<file path="src/rtl/multicycle_control.sv">
// Multicycle sequencer for the RV64 datapath.
// Steps each instruction through FETCH/DECODE/EXECUTE/MEM/WRITEBACK, waits on
// instruction/data memory ready handshakes, drives the datapath strobes and
// counts retired instructions. Illegal opcodes park the sequencer in TRAP.
module multicycle_control #(
    parameter int unsigned CNT_W = 32
) (
    input  logic             Clk,
    input  logic             En,
    input  logic             start,
    input  logic             halt,
    input  logic [6:0]       instr,
    input  logic             alu_zero,
    input  logic             imem_ready,
    input  logic             dmem_ready,
    output logic             imem_read,
    output logic             ir_write,
    output logic             pc_write,
    output logic             pc_src,
    output logic             reg_write,
    output logic             mem_read,
    output logic             mem_write,
    output logic             mem_to_reg,
    output logic             alu_src,
    output logic [1:0]       alu_op,
    output logic             busy,
    output logic             trap,
    output logic [CNT_W-1:0] instr_count
);

    typedef enum logic [2:0] {
        S_IDLE,
        S_FETCH,
        S_DECODE,
        S_EXECUTE,
        S_MEM,
        S_WB,
        S_TRAP
    } state_t;

    localparam logic [6:0] OP_R      = 7'b0110011;
    localparam logic [6:0] OP_I      = 7'b0010011;
    localparam logic [6:0] OP_LOAD   = 7'b0000011;
    localparam logic [6:0] OP_STORE  = 7'b0100011;
    localparam logic [6:0] OP_BRANCH = 7'b1100011;

    state_t           state_q, state_d;
    logic [6:0]       opcode_q, opcode_d;
    logic [CNT_W-1:0] cnt_q, cnt_d;

    logic is_r, is_i, is_load, is_store, is_branch, is_legal;
    logic retire;

    // Opcode class decode from the latched opcode register
    always_comb begin
        is_r      = (opcode_q == OP_R);
        is_i      = (opcode_q == OP_I);
        is_load   = (opcode_q == OP_LOAD);
        is_store  = (opcode_q == OP_STORE);
        is_branch = (opcode_q == OP_BRANCH);
        is_legal  = is_r | is_i | is_load | is_store | is_branch;
    end

    // Next-state, retire detection and strobe generation; all strobes forced low while En is high
    always_comb begin
        state_d    = state_q;
        opcode_d   = opcode_q;
        cnt_d      = cnt_q;
        retire     = 1'b0;
        imem_read  = 1'b0;
        ir_write   = 1'b0;
        pc_write   = 1'b0;
        pc_src     = 1'b0;
        reg_write  = 1'b0;
        mem_read   = 1'b0;
        mem_write  = 1'b0;
        mem_to_reg = 1'b0;
        alu_src    = 1'b0;
        alu_op     = 2'b00;

        if (!En) begin
            unique case (state_q)
                S_IDLE: begin
                    if (start) state_d = S_FETCH;
                end
                S_FETCH: begin
                    imem_read = 1'b1;
                    if (imem_ready) begin
                        ir_write = 1'b1;
                        opcode_d = instr;
                        state_d  = S_DECODE;
                    end
                end
                S_DECODE: begin
                    state_d = is_legal ? S_EXECUTE : S_TRAP;
                end
                S_EXECUTE: begin
                    if (is_r) begin
                        alu_op  = 2'b10;
                        state_d = S_WB;
                    end else if (is_i) begin
                        alu_src = 1'b1;
                        alu_op  = 2'b11;
                        state_d = S_WB;
                    end else if (is_load || is_store) begin
                        alu_src = 1'b1;
                        state_d = S_MEM;
                    end else begin
                        // Only BRANCH can reach here; it retires in EXECUTE
                        alu_op   = 2'b01;
                        pc_write = 1'b1;
                        pc_src   = alu_zero;
                        retire   = 1'b1;
                    end
                end
                S_MEM: begin
                    alu_src   = 1'b1;
                    mem_read  = is_load;
                    mem_write = is_store;
                    if (dmem_ready) begin
                        if (is_load) begin
                            state_d = S_WB;
                        end else begin
                            pc_write = 1'b1;
                            retire   = 1'b1;
                        end
                    end
                end
                S_WB: begin
                    reg_write  = 1'b1;
                    mem_to_reg = is_load;
                    pc_write   = 1'b1;
                    retire     = 1'b1;
                end
                S_TRAP: begin
                    state_d = S_TRAP;
                end
                default: state_d = S_IDLE;
            endcase

            if (retire) begin
                cnt_d   = cnt_q + CNT_W'(1);
                state_d = halt ? S_IDLE : S_FETCH;
            end
        end
    end

    // State, opcode and retire-counter registers with synchronous reset
    always_ff @(posedge Clk) begin
        if (En) begin
            state_q  <= S_IDLE;
            opcode_q <= '0;
            cnt_q    <= '0;
        end else begin
            state_q  <= state_d;
            opcode_q <= opcode_d;
            cnt_q    <= cnt_d;
        end
    end

    // Status outputs, held low during the reset cycle
    always_comb begin
        busy        = !En && (state_q != S_IDLE) && (state_q != S_TRAP);
        trap        = !En && (state_q == S_TRAP);
        instr_count = En ? '0 : cnt_q;
    end

endmodule

</file>
<file path="config.mk">
export PLATFORM = sky130hd
export DESIGN_NAME = multicycle_control
export DESIGN_NICKNAME = d
export VERILOG_FILES = /design/src/rtl/multicycle_control.sv
export SDC_FILE = /design/constraint.sdc
export NUM_CORES = 1
export LEC_CHECK = 0
export ABC_AREA = 1
export BUFFER_PORTS_ARGS = -buffer_cell sky130_fd_sc_hd__buf_2
export CAP_MARGIN = 5
export CORE_ASPECT_RATIO = 2
export CORE_MARGIN = 3
export CORE_UTILIZATION = 55
export CTS_BUF_LIST = sky130_fd_sc_hd__clkbuf_4
export CTS_CLUSTER_DIAMETER = 80
export DETAILED_ROUTE_END_ITERATION = 8
export GPL_TIMING_DRIVEN = 0
export PLACE_DENSITY = 0.8
export SLEW_MARGIN = 25
export SYNTH_ARGS = -nofsm -noshare
export SYNTH_HDL_FRONTEND = slang
export SYNTH_SLANG_ARGS = --single-unit
</file>
<file path="constraint.sdc">
create_clock -name Clk -period 1.8 [get_ports Clk]
set_clock_uncertainty 0.2 [all_clocks]
set_input_delay 0.27 -clock Clk [delete_from_list [all_inputs] [get_ports Clk]]
set_output_delay 0.27 -clock Clk [all_outputs]
set_load 0.05 [all_outputs]
</file>
==> impl_metrics.env, run 1 <==
export IMPL_worstPathArrival_ps=1700
export IMPL_floorplan_rows=37
export IMPL_ys_types=25
export IMPL_area_growth_pct=49.7
export IMPL_r2r_slack_ps=-190
export IMPL_start_util_pct=56.9
export IMPL_period_minus_slack_ps=2170
export IMPL_hp_class="input port to flop"
export IMPL_clockRootBuffer="clkbuf_4"
export IMPL_setup_tns_ps=-5660
export IMPL_path_delay_family="buffers and inverters"
export IMPL_synth_area_per_cell_um2=5.53
export IMPL_crit_path_max_incr_delay_ps=410
export IMPL_ioPinCount=59
export IMPL_ff2ff_path_depth=12
export IMPL_crit_required_ps=1330
export IMPL_drive_gt1_share_pct=39.6
export IMPL_ir_worst_vdd_mv=1.11
export IMPL_worst_slew_pin_slew_ps=739
export IMPL_final_nets=646
export IMPL_drc=0
export IMPL_fin_util_pct=85.2
export IMPL_cts_clk_slew_worst_paths_ps=160
export IMPL_cts_buffers=5
export IMPL_die_w_um=57.6
export IMPL_yosysSeqAreaShare_pct=28.7
export IMPL_violations="setup timing"
export IMPL_cts_sink_count=42
export IMPL_synth_edf_count=0
export IMPL_ff_latch_area_um2=887
export IMPL_routedWlPerCell_um=19.9
export IMPL_ctsLongestPathBuffers=2
export IMPL_grt_pass1_wl_um=17200
export IMPL_grtUsageTotal_pct=35.7
export IMPL_leakage_nw=1.78
export IMPL_synthArstFlopShare_pct=0
export IMPL_setup_violations=46
export IMPL_dr_pass1_iters=7
export IMPL_layout_common_cells="163 x nand2_1, 64 x nor2_1, 48 x inv_1"
export IMPL_power_density_nw_per_um2=854
export IMPL_dpl_hpwl_um=7170
export IMPL_finalInstanceArea_um2=4380
export IMPL_portBuffers=58
export IMPL_final_hold_violation_count=0
export IMPL_synthCells=529
export IMPL_final_common_cell="nand2_1"
export IMPL_outcome="complete, but fails checks"
export IMPL_clock_latency_ps=410
export IMPL_cp_end_kind="output port"
export IMPL_grt_overflow_total=0
export IMPL_vias=4308
export IMPL_critPathLaunchType="flop"
export IMPL_synth_seq_cells=42
export IMPL_worstSetupPathType="flop to output port"
export IMPL_cp_max_fo=5
export IMPL_synth_flop_cell="dfxtp_1"
export IMPL_placed_area_um2=3420
export IMPL_cpMostUsedCell="nand2_4"
export IMPL_path_buf_inv=4
export IMPL_antenna_left=0
export IMPL_cp_depth=8
export IMPL_die_y_um=109
export IMPL_maxCapViolations=0
export IMPL_yosys_warnings=0
export IMPL_holdPathStages=3
export IMPL_maxSlewHeadroom_pct=50.8
export IMPL_htreeDepth=2
export IMPL_rsz0062_at_grt="true"
export IMPL_finalCritPeriodShare_pct=121
export IMPL_grt_max_degree=14
export IMPL_coreArea_um2=5140
export IMPL_vias_per_cell=6.24
export IMPL_multi_input_area_um2=2190
export IMPL_gp_congestion=0.952
export IMPL_grt_pass1_vias=3761
export IMPL_max_freq_mhz=461
export IMPL_drt_iter0_markers=403
export IMPL_path_cells="buf_4 -> nor2_4 -> nand2_4 -> nand3_2 -> buf_6 -> nand2_4 -> inv_4 -> buf_8"
export IMPL_finalWorstSetupSlack_ps=-371
export IMPL_routed_wl_um=13800
export IMPL_cp_slowest_cell="dfxtp_4"
export IMPL_fillers=301
export IMPL_diodes=0
export IMPL_antenna_found_initial=0
export IMPL_cts_tree="built"
export IMPL_maxSlewViolCount=0
export IMPL_syn_area_um2=2930
export IMPL_die_area_um2=6280
export IMPL_syn_nets=544
==> cells in the mapped netlist, types with 2 or more instances <==
cell      instances  share of area (%)
nor2_1          122                 16
xor2_1            7                2.1
buf_1             3               0.38
inv_1            57                7.3
a211oi_1          2               0.51
a21oi_1          37                6.3
nand2_2           2               0.43
o21ai_0          10                1.7
nand3b_1          2               0.51
nor2_4            3                1.2
dfxtp_1          42                 29
buf_2             3               0.51
nand2_1         177                 23
nor3_1            6                1.0
nor2_2            4               0.86
clkbuf_1          6               0.77
buf_6             4                1.5
nand3_1          32                5.5
inv_2             4               0.51
==> through the flow <==
| stage | instances | power [mW] | setup slack, ps | hold WS [ps] |
|---|---|---|---|---|
| after global routing | 690 | 3.83 | -461 | 45.6 |
| after global placement | 645 | 2.09 | -493 | 252 |
| after floorplan | 529 | 1.86 | -301 | 234 |
| after detailed placement | 645 | 2.11 | -507 | 260 |
| final | 690 | 3.74 | -371 | 54.0 |
| after CTS | 679 | 3.10 | -282 | 2.46 |
==> power by group <==
part | switching, mW | total [mW] | internal (mW)
clock | 0.387 | 0.675 | 0.288
combinational | 1.16 | 1.87 | 0.708
sequential | 0.155 | 1.19 | 1.04
==> registers in the layout (all words and copies together) (netlist names) <==
| name | flops |
|---|---|
| state_q | 3 |
| opcode_q | 7 |
| cnt_q | 32 |
==> area by class of cell <==
class                   instances  area share, %
flip-flops and latches         42           20.3
clock buffers                   5          0.857
plain buffers                  16           3.00
well taps                      58           1.66
clock inverters                 3          0.915
multi-input cells             410           50.1
repair buffers                 95           17.4
inverters                      61           5.74
==> worst reg2reg max path: cells and delay by family (launching register included) <==
kind                   cells  cell delay (ps)
buffers and inverters      4              440
AND/OR/NAND/NOR            8              850
flip-flops                 1              430
==> routing by layer <==
metal | track usage (%) | vias to the layer above | share of wire, %
met5 | 0 | - | 0
met2 | 65.7 | 402 | 48
li1 | - | 1827 | -
met1 | 32.9 | 1903 | 31
met4 | 31.0 | 0 | 12
met3 | 4.27 | 176 | 9.1
==> cells by family (layout without fill, tap and decap cells) <==
kind of cell             after synthesis  count (layout)  synth area share [%]
AND/OR/NAND/NOR                      351             351                  48.6
buffers and inverters                 77             180                  11.0
AO/OA/AOI/OAI                         51              51                  9.11
flip-flops                            42              42                  28.7
XOR/XNOR                               7               7                  2.10
adder cells (fa/ha/maj)                1               1                 0.428
==> path summary, 6_finish.rpt <==
check | from | endpoint
setup / recovery | state_q[1] | pc_write
hold / removal | imem_ready | opcode_q[0]
setup reg to reg | state_q[2] | cnt_q[5]
hold reg to reg | cnt_q[31] | cnt_q[31]
==> what timing repair did <==
action | 4_1_cts | 5_1_grt
setup endpoints to repair | 73 | 74
gates resized for setup | 83 | 118
hold buffers | 7 | 0
pin swaps | 12 | 33
buffers inserted | 19 | 13
endpoints found under the hold margin | 7 | 0
No activity file was read; power rests on OpenSTA's default activity.
==> run 2: changes to the inputs <==
--- a/config.mk
+++ b/config.mk
@@ -16,7 +16,9 @@
 export DETAILED_ROUTE_END_ITERATION = 8
 export GPL_TIMING_DRIVEN = 0
 export PLACE_DENSITY = 0.8
+export SKIP_LAST_GASP = 1
 export SLEW_MARGIN = 25
 export SYNTH_ARGS = -nofsm -noshare
 export SYNTH_HDL_FRONTEND = slang
 export SYNTH_SLANG_ARGS = --single-unit
+export TNS_END_PERCENT = 30
==> run 2 against run 1 <==
Compared with the run above:
- routed wire length is 8.9% lower
- power hardly changed
- design area is 4.9% lower
- largest cell class unchanged
- worst setup slack worse by 40 ps
- clock-buffer cell count stayed put
- fmax is 1.8% lower
- sequential share of layout area is 0.74 points higher
- the flow still finishes with violations (setup timing)
- flip-flop and latch count stayed put
- critical endpoint unchanged
- global-route usage is 1.1 points lower
- critical path depth is 1 higher
- hold slack better by 85 ps
- combinational power is 7% lower
==> impl_metrics.env, run 2 (synthesized netlist as in run 1, its figures left out) <==
export IMPL_maxSlewHeadroom_pct=51.5
export IMPL_final_hold_violation_count=0
export IMPL_dr_pass1_iters=5
export IMPL_worst_slew_pin_slew_ps=728
export IMPL_grtUsageTotal_pct=34.5
export IMPL_die_area_um2=6280
export IMPL_hp_class="input port to flop"
export IMPL_grt_overflow_total=0
export IMPL_path_buf_inv=3
export IMPL_drc=0
export IMPL_routed_wl_um=12500
export IMPL_clock_latency_ps=410
export IMPL_final_common_cell="nand2_1"
export IMPL_outcome="complete, but fails checks"
export IMPL_start_util_pct=56.9
export IMPL_maxCapViolations=0
export IMPL_finalWorstSetupSlack_ps=-410
export IMPL_grt_pass1_vias=3600
export IMPL_ir_worst_vdd_mv=1.05
export IMPL_finalCritPeriodShare_pct=123
export IMPL_place_ws_ps=-489
export IMPL_final_nets=650
export IMPL_cts_sink_count=42
export IMPL_top_regs="cnt_q x32, opcode_q x7, state_q x3"
export IMPL_max_flop_register="cnt_q"
export IMPL_coreArea_um2=5140
export IMPL_period_minus_slack_ps=2210
export IMPL_path_delay_family="simple AND/OR/NAND/NOR gates"
export IMPL_portBuffers=58
export IMPL_antenna_found_initial=0
export IMPL_power_density_nw_per_um2=897
export IMPL_crit_required_ps=1330
export IMPL_fin_util_pct=81.0
export IMPL_grt_max_degree=14
export IMPL_leakage_nw=1.81
export IMPL_cp_max_fo=6
export IMPL_max_freq_mhz=452
export IMPL_cts_clk_slew_worst_paths_ps=140
export IMPL_ioPinCount=59
export IMPL_setup_tns_ps=-8380
export IMPL_cp_slowest_cell="dfxtp_4"
export IMPL_htreeDepth=2
export IMPL_crit_path_max_incr_delay_ps=410
export IMPL_vias_per_cell=5.81
export IMPL_cts_buffers=5
export IMPL_die_y_um=109
export IMPL_path_cells="nor2_4 -> nand2_4 -> nor2_4 -> nand2_2 -> nand3_2 -> buf_6 -> nand2_4 -> inv_4 -> buf_8"
export IMPL_floorplan_rows=37
export IMPL_gp_congestion=0.979
export IMPL_maxSlewViolCount=0
export IMPL_worstPathArrival_ps=1740
export IMPL_worstSetupPathType="flop to output port"
export IMPL_drive_gt1_share_pct=30.8
export IMPL_cp_end_kind="output port"
export IMPL_drt_iter0_markers=410
export IMPL_routedWlPerCell_um=18.1
export IMPL_largest_reg_flops=32
export IMPL_rsz0062_at_grt="true"
export IMPL_critPathLaunchType="flop"
export IMPL_setup_violations=61
export IMPL_area_growth_pct=42.3
export IMPL_die_w_um=57.6
export IMPL_ctsLongestPathBuffers=2
export IMPL_cts_tree="built"
export IMPL_dpl_hpwl_um=7190
export IMPL_antenna_left=0
export IMPL_diodes=0
export IMPL_clockRootBuffer="clkbuf_4"
export IMPL_violations="setup timing"
export IMPL_vias=4031
export IMPL_layout_common_cells="165 x nand2_1, 101 x nor2_1, 50 x buf_2"
export IMPL_fillers=352
export IMPL_grt_pass1_wl_um=16600
## run 2: cell count changes in the layout (fill, tap and decap cells not counted), moves of 7 or more
cell | before | now
clkbuf_4 | 22 | 5
nor2_1 | 64 | 101
buf_2 | 32 | 50
dfxtp_1 | 17 | 25
dfxtp_2 | 19 | 12
nor2_2 | 46 | 14
## run 2: stage by stage
step / hold slack (ps) / instance area [µm²] / power [mW] / instances
3_5_place_dp: 254 / 3340 / 2.10 / 645
5_1_grt: 165 / 4160 / 3.84 / 694
3_3_place_gp: 252 / 3340 / 2.08 / 645
4_1_cts: 28.8 / 3830 / 3.22 / 676
2_1_floorplan: 234 / 2980 / 1.85 / 529
6_report: 139 / 4160 / 3.74 / 694
## run 2: tightest hold or removal path: cells and delay by family
| family | cells | cell delay (ps) |
|---|---|---|
| and+or+nand+nor | 4 | 300 |
| buffers and inverters | 2 | 150 |
## run 2: layout make-up
type                       count  area [µm²]  share of cell area, %
inverter                      61         245                   5.89
tap                           58        72.6                   1.74
clock inverter                 3        63.8                   1.53
clock buffer                   5        37.5                  0.901
buffer                        15        95.1                   2.28
timing repair buffer          99         723                   17.4
multi-input combinational    411        2050                   49.3
sequential                    42         875                   21.0
## run 2: path summary, 6_finish.rpt
check / startpoint / endpoint / slack, ps / cells after the start
worst max-delay path: state_q[1] / pc_write / -410 / 9
worst min-delay path: halt / state_q[0] / 140 / 6
worst max register to register: opcode_q[4] / cnt_q[5] / -260 / 11
worst min register to register: cnt_q[31] / cnt_q[31] / 300 / 2
## run 2: power by group
part / leakage, nW / switching [mW] / internal (mW)
sequential: 0.349 / 0.154 / 1.04
clock: 0.0528 / 0.384 / 0.428
combinational: 1.40 / 1.07 / 0.662
total: 1.81 / 1.61 / 2.13
## run 2: what timing repair did
item                       4_1_cts  5_1_grt
hold endpoints to repair         7        0
hold buffers                     8        0
setup endpoints to repair       77       63
gates cloned                     0        3
gates resized for setup         74       65
pin swaps                       13       24
buffers inserted                15       17
## run 2: metal layers
| layer | share of wire, % | GRT usage, % | vias to the layer above |
|---|---|---|---|
| met2 | 51 | 65.1 | 299 |
| met4 | 9.9 | 26.5 | 0 |
| li1 | - | - | 1839 |
| met5 | 0 | 0 | - |
| met1 | 31 | 31.4 | 1787 |
| met3 | 7.9 | 5.09 | 106 |
==> run 3: changes to the inputs <==
==> constraint.sdc (replaced) <==
create_clock -name Clk -period 1.8 [get_ports Clk]
set_clock_uncertainty 0.2 [all_clocks]
set_input_delay 0.18 -clock Clk [delete_from_list [all_inputs] [get_ports Clk]]
set_output_delay 0.18 -clock Clk [all_outputs]
set_load 0.05 [all_outputs]
==> run 3 against run 2 <==
Compared with the run above:
- the flow still finishes with violations (setup timing)
- sequential power down 3%
- hold slack better by 20 ps
- via count shrank 1.3%
- design area fell by 2.6%
- utilization fell by 2.1 points
- non-clock buffer count fell by 5
- die area is the same
- critical path type unchanged
- critical endpoint is now alu_src
==> impl_metrics.env, run 3 (synthesized netlist as in run 1, its figures left out) <==
export IMPL_outcome="complete, but fails checks"
export IMPL_violations="setup timing"
export IMPL_finalInstanceArea_um2=4060
export IMPL_r2r_start="state_q[2]"
export IMPL_power_density_nw_per_um2=813
export IMPL_dr_pass1_iters=5
export IMPL_maxSlewViolCount=0
export IMPL_cts_tree="built"
export IMPL_drt_iter0_markers=305
export IMPL_clockRootBuffer="clkbuf_4"
export IMPL_area_growth_pct=38.6
export IMPL_worst_slew_pin_slew_ps=652
export IMPL_antenna_found_initial=0
export IMPL_hp_class="input port to flop"
export IMPL_final_hold_violation_count=0
export IMPL_vias_per_cell=5.77
export IMPL_period_minus_slack_ps=2110
export IMPL_drive_gt1_share_pct=30.1
export IMPL_cts_sink_count=42
export IMPL_largest_reg_flops=32
export IMPL_maxCapViolations=0
export IMPL_grtUsageTotal_pct=33.0
export IMPL_crit_end="alu_src"
export IMPL_grt_pass1_vias=3459
export IMPL_floorplan_rows=37
export IMPL_instances_no_fill=689
export IMPL_worstSetupPathType="flop to output port"
export IMPL_finalCritPeriodShare_pct=117
export IMPL_antenna_left=0
export IMPL_r2r_slack_ps=-160
export IMPL_cts_buffers=5
export IMPL_routed_wl_um=12000
export IMPL_total_power_mw=3.30
export IMPL_crit_start="state_q[1]"
export IMPL_grt_overflow_total=0
export IMPL_gp_congestion=0.964
export IMPL_portBuffers=58
export IMPL_setup_violations=44
export IMPL_coreArea_um2=5140
export IMPL_leakage_nw=1.72
export IMPL_ff2ff_path_depth=8
export IMPL_layout_common_cells="164 x nand2_1, 101 x nor2_1, 50 x inv_1"
export IMPL_dpl_hpwl_um=7160
export IMPL_top_regs="cnt_q x32, opcode_q x7, state_q x3"
export IMPL_ir_worst_vdd_mv=1.03
export IMPL_cp_max_fo=6
export IMPL_dp_cells=645
export IMPL_worstPathArrival_ps=1730
export IMPL_final_nets=645
export IMPL_fin_util_pct=78.9
export IMPL_setup_tns_ps=-4170
export IMPL_routedWlPerCell_um=17.4
export IMPL_htreeDepth=2
export IMPL_max_flop_register="cnt_q"
export IMPL_die_y_um=109
export IMPL_maxSlewHeadroom_pct=56.5
export IMPL_rsz0062_at_grt="true"
export IMPL_placed_area_um2=3300
export IMPL_diodes=0
export IMPL_finalWorstSetupSlack_ps=-315
export IMPL_ctsLongestPathBuffers=2
export IMPL_max_freq_mhz=473
export IMPL_clock_latency_ps=370
export IMPL_ioPinCount=59
export IMPL_crit_required_ps=1420
export IMPL_reg2reg_to="opcode_q[1]"
export IMPL_cts_clk_slew_worst_paths_ps=130
export IMPL_start_util_pct=56.9
export IMPL_cp_end_kind="output port"
export IMPL_drc=0
export IMPL_vias=3978
export IMPL_die_area_um2=6280
export IMPL_grt_max_degree=13
export IMPL_final_common_cell="nand2_1"
export IMPL_die_w_um=57.6
export IMPL_grt_pass1_wl_um=15900
export IMPL_critPathLaunchType="flop"
export IMPL_fillers=389
run 3: changes by cell type in the layout (fill, tap and decap cells not counted), moves of 3 or more:
cell	delta
buf_4	-5
dfxtp_1	-3
dfxtp_2	+5
nand2_2	+4
nand2_4	-3
run 3: where the power goes:
group          internal (mW)  leakage, nW  switching (mW)
registers               1.03        0.350           0.125
clock network          0.163       0.0331           0.348
logic                  0.603         1.34            1.03
total                   1.79         1.72            1.50
run 3: worst min path at each step:
stage / startpoint / end / slack (ps) / cells after the start
floorplan: instr[0] / opcode_q[0] / 140 / 2
global placement: opcode_q[1] / opcode_q[1] / 250 / 2
detailed placement: opcode_q[1] / opcode_q[1] / 250 / 2
CTS: dmem_ready / state_q[1] / 120 / 7
global route: En / state_q[1] / 160 / 3
finish: En / state_q[1] / 160 / 3
run 3: stage by stage:
| step | hold WS, ps | worst slack [ps] |
|---|---|---|
| floorplan | 144 | -349 |
| global placement | 251 | -210 |
| detailed placement | 254 | -194 |
| CTS | 124 | -196 |
| global route | 159 | -336 |
| finish | 159 | -315 |
run 3: cell type report:
cell class	count	area, µm²	area share [%]
multi-input combinational	411	2040	50.4
timing repair buffer	95	691	17.0
tap	58	72.6	1.79
clock buffer	6	45.0	1.11
inverter	61	236	5.83
sequential	42	873	21.5
clock inverter	2	8.76	0.216
buffer	14	86.3	2.13
run 3: worst max-delay path, stage by stage (launching register included):
cell and delay [ps]:
dfxtp_4 440, nand2_4 70, nor2_4 220, o211ai_1 170
a21oi_1 230, buf_4 230
run 3: what timing repair did:
item / in CTS / in global routing
endpoints found under the setup margin: 63 / 76
pin swaps: 6 / 14
gates cloned: 2 / 1
hold endpoints to repair: 8 / 0
buffers inserted: 16 / 9
hold buffers: 10 / 0
resized for setup: 53 / 90
run 3: routing by layer:
layer	track usage [%]	up-vias	wire length, µm
met3	3.44	96	861
met5	0	-	0
met2	63.1	266	6090
met4	21.1	0	1140
li1	-	1833	-
met1	31.9	1783	3920
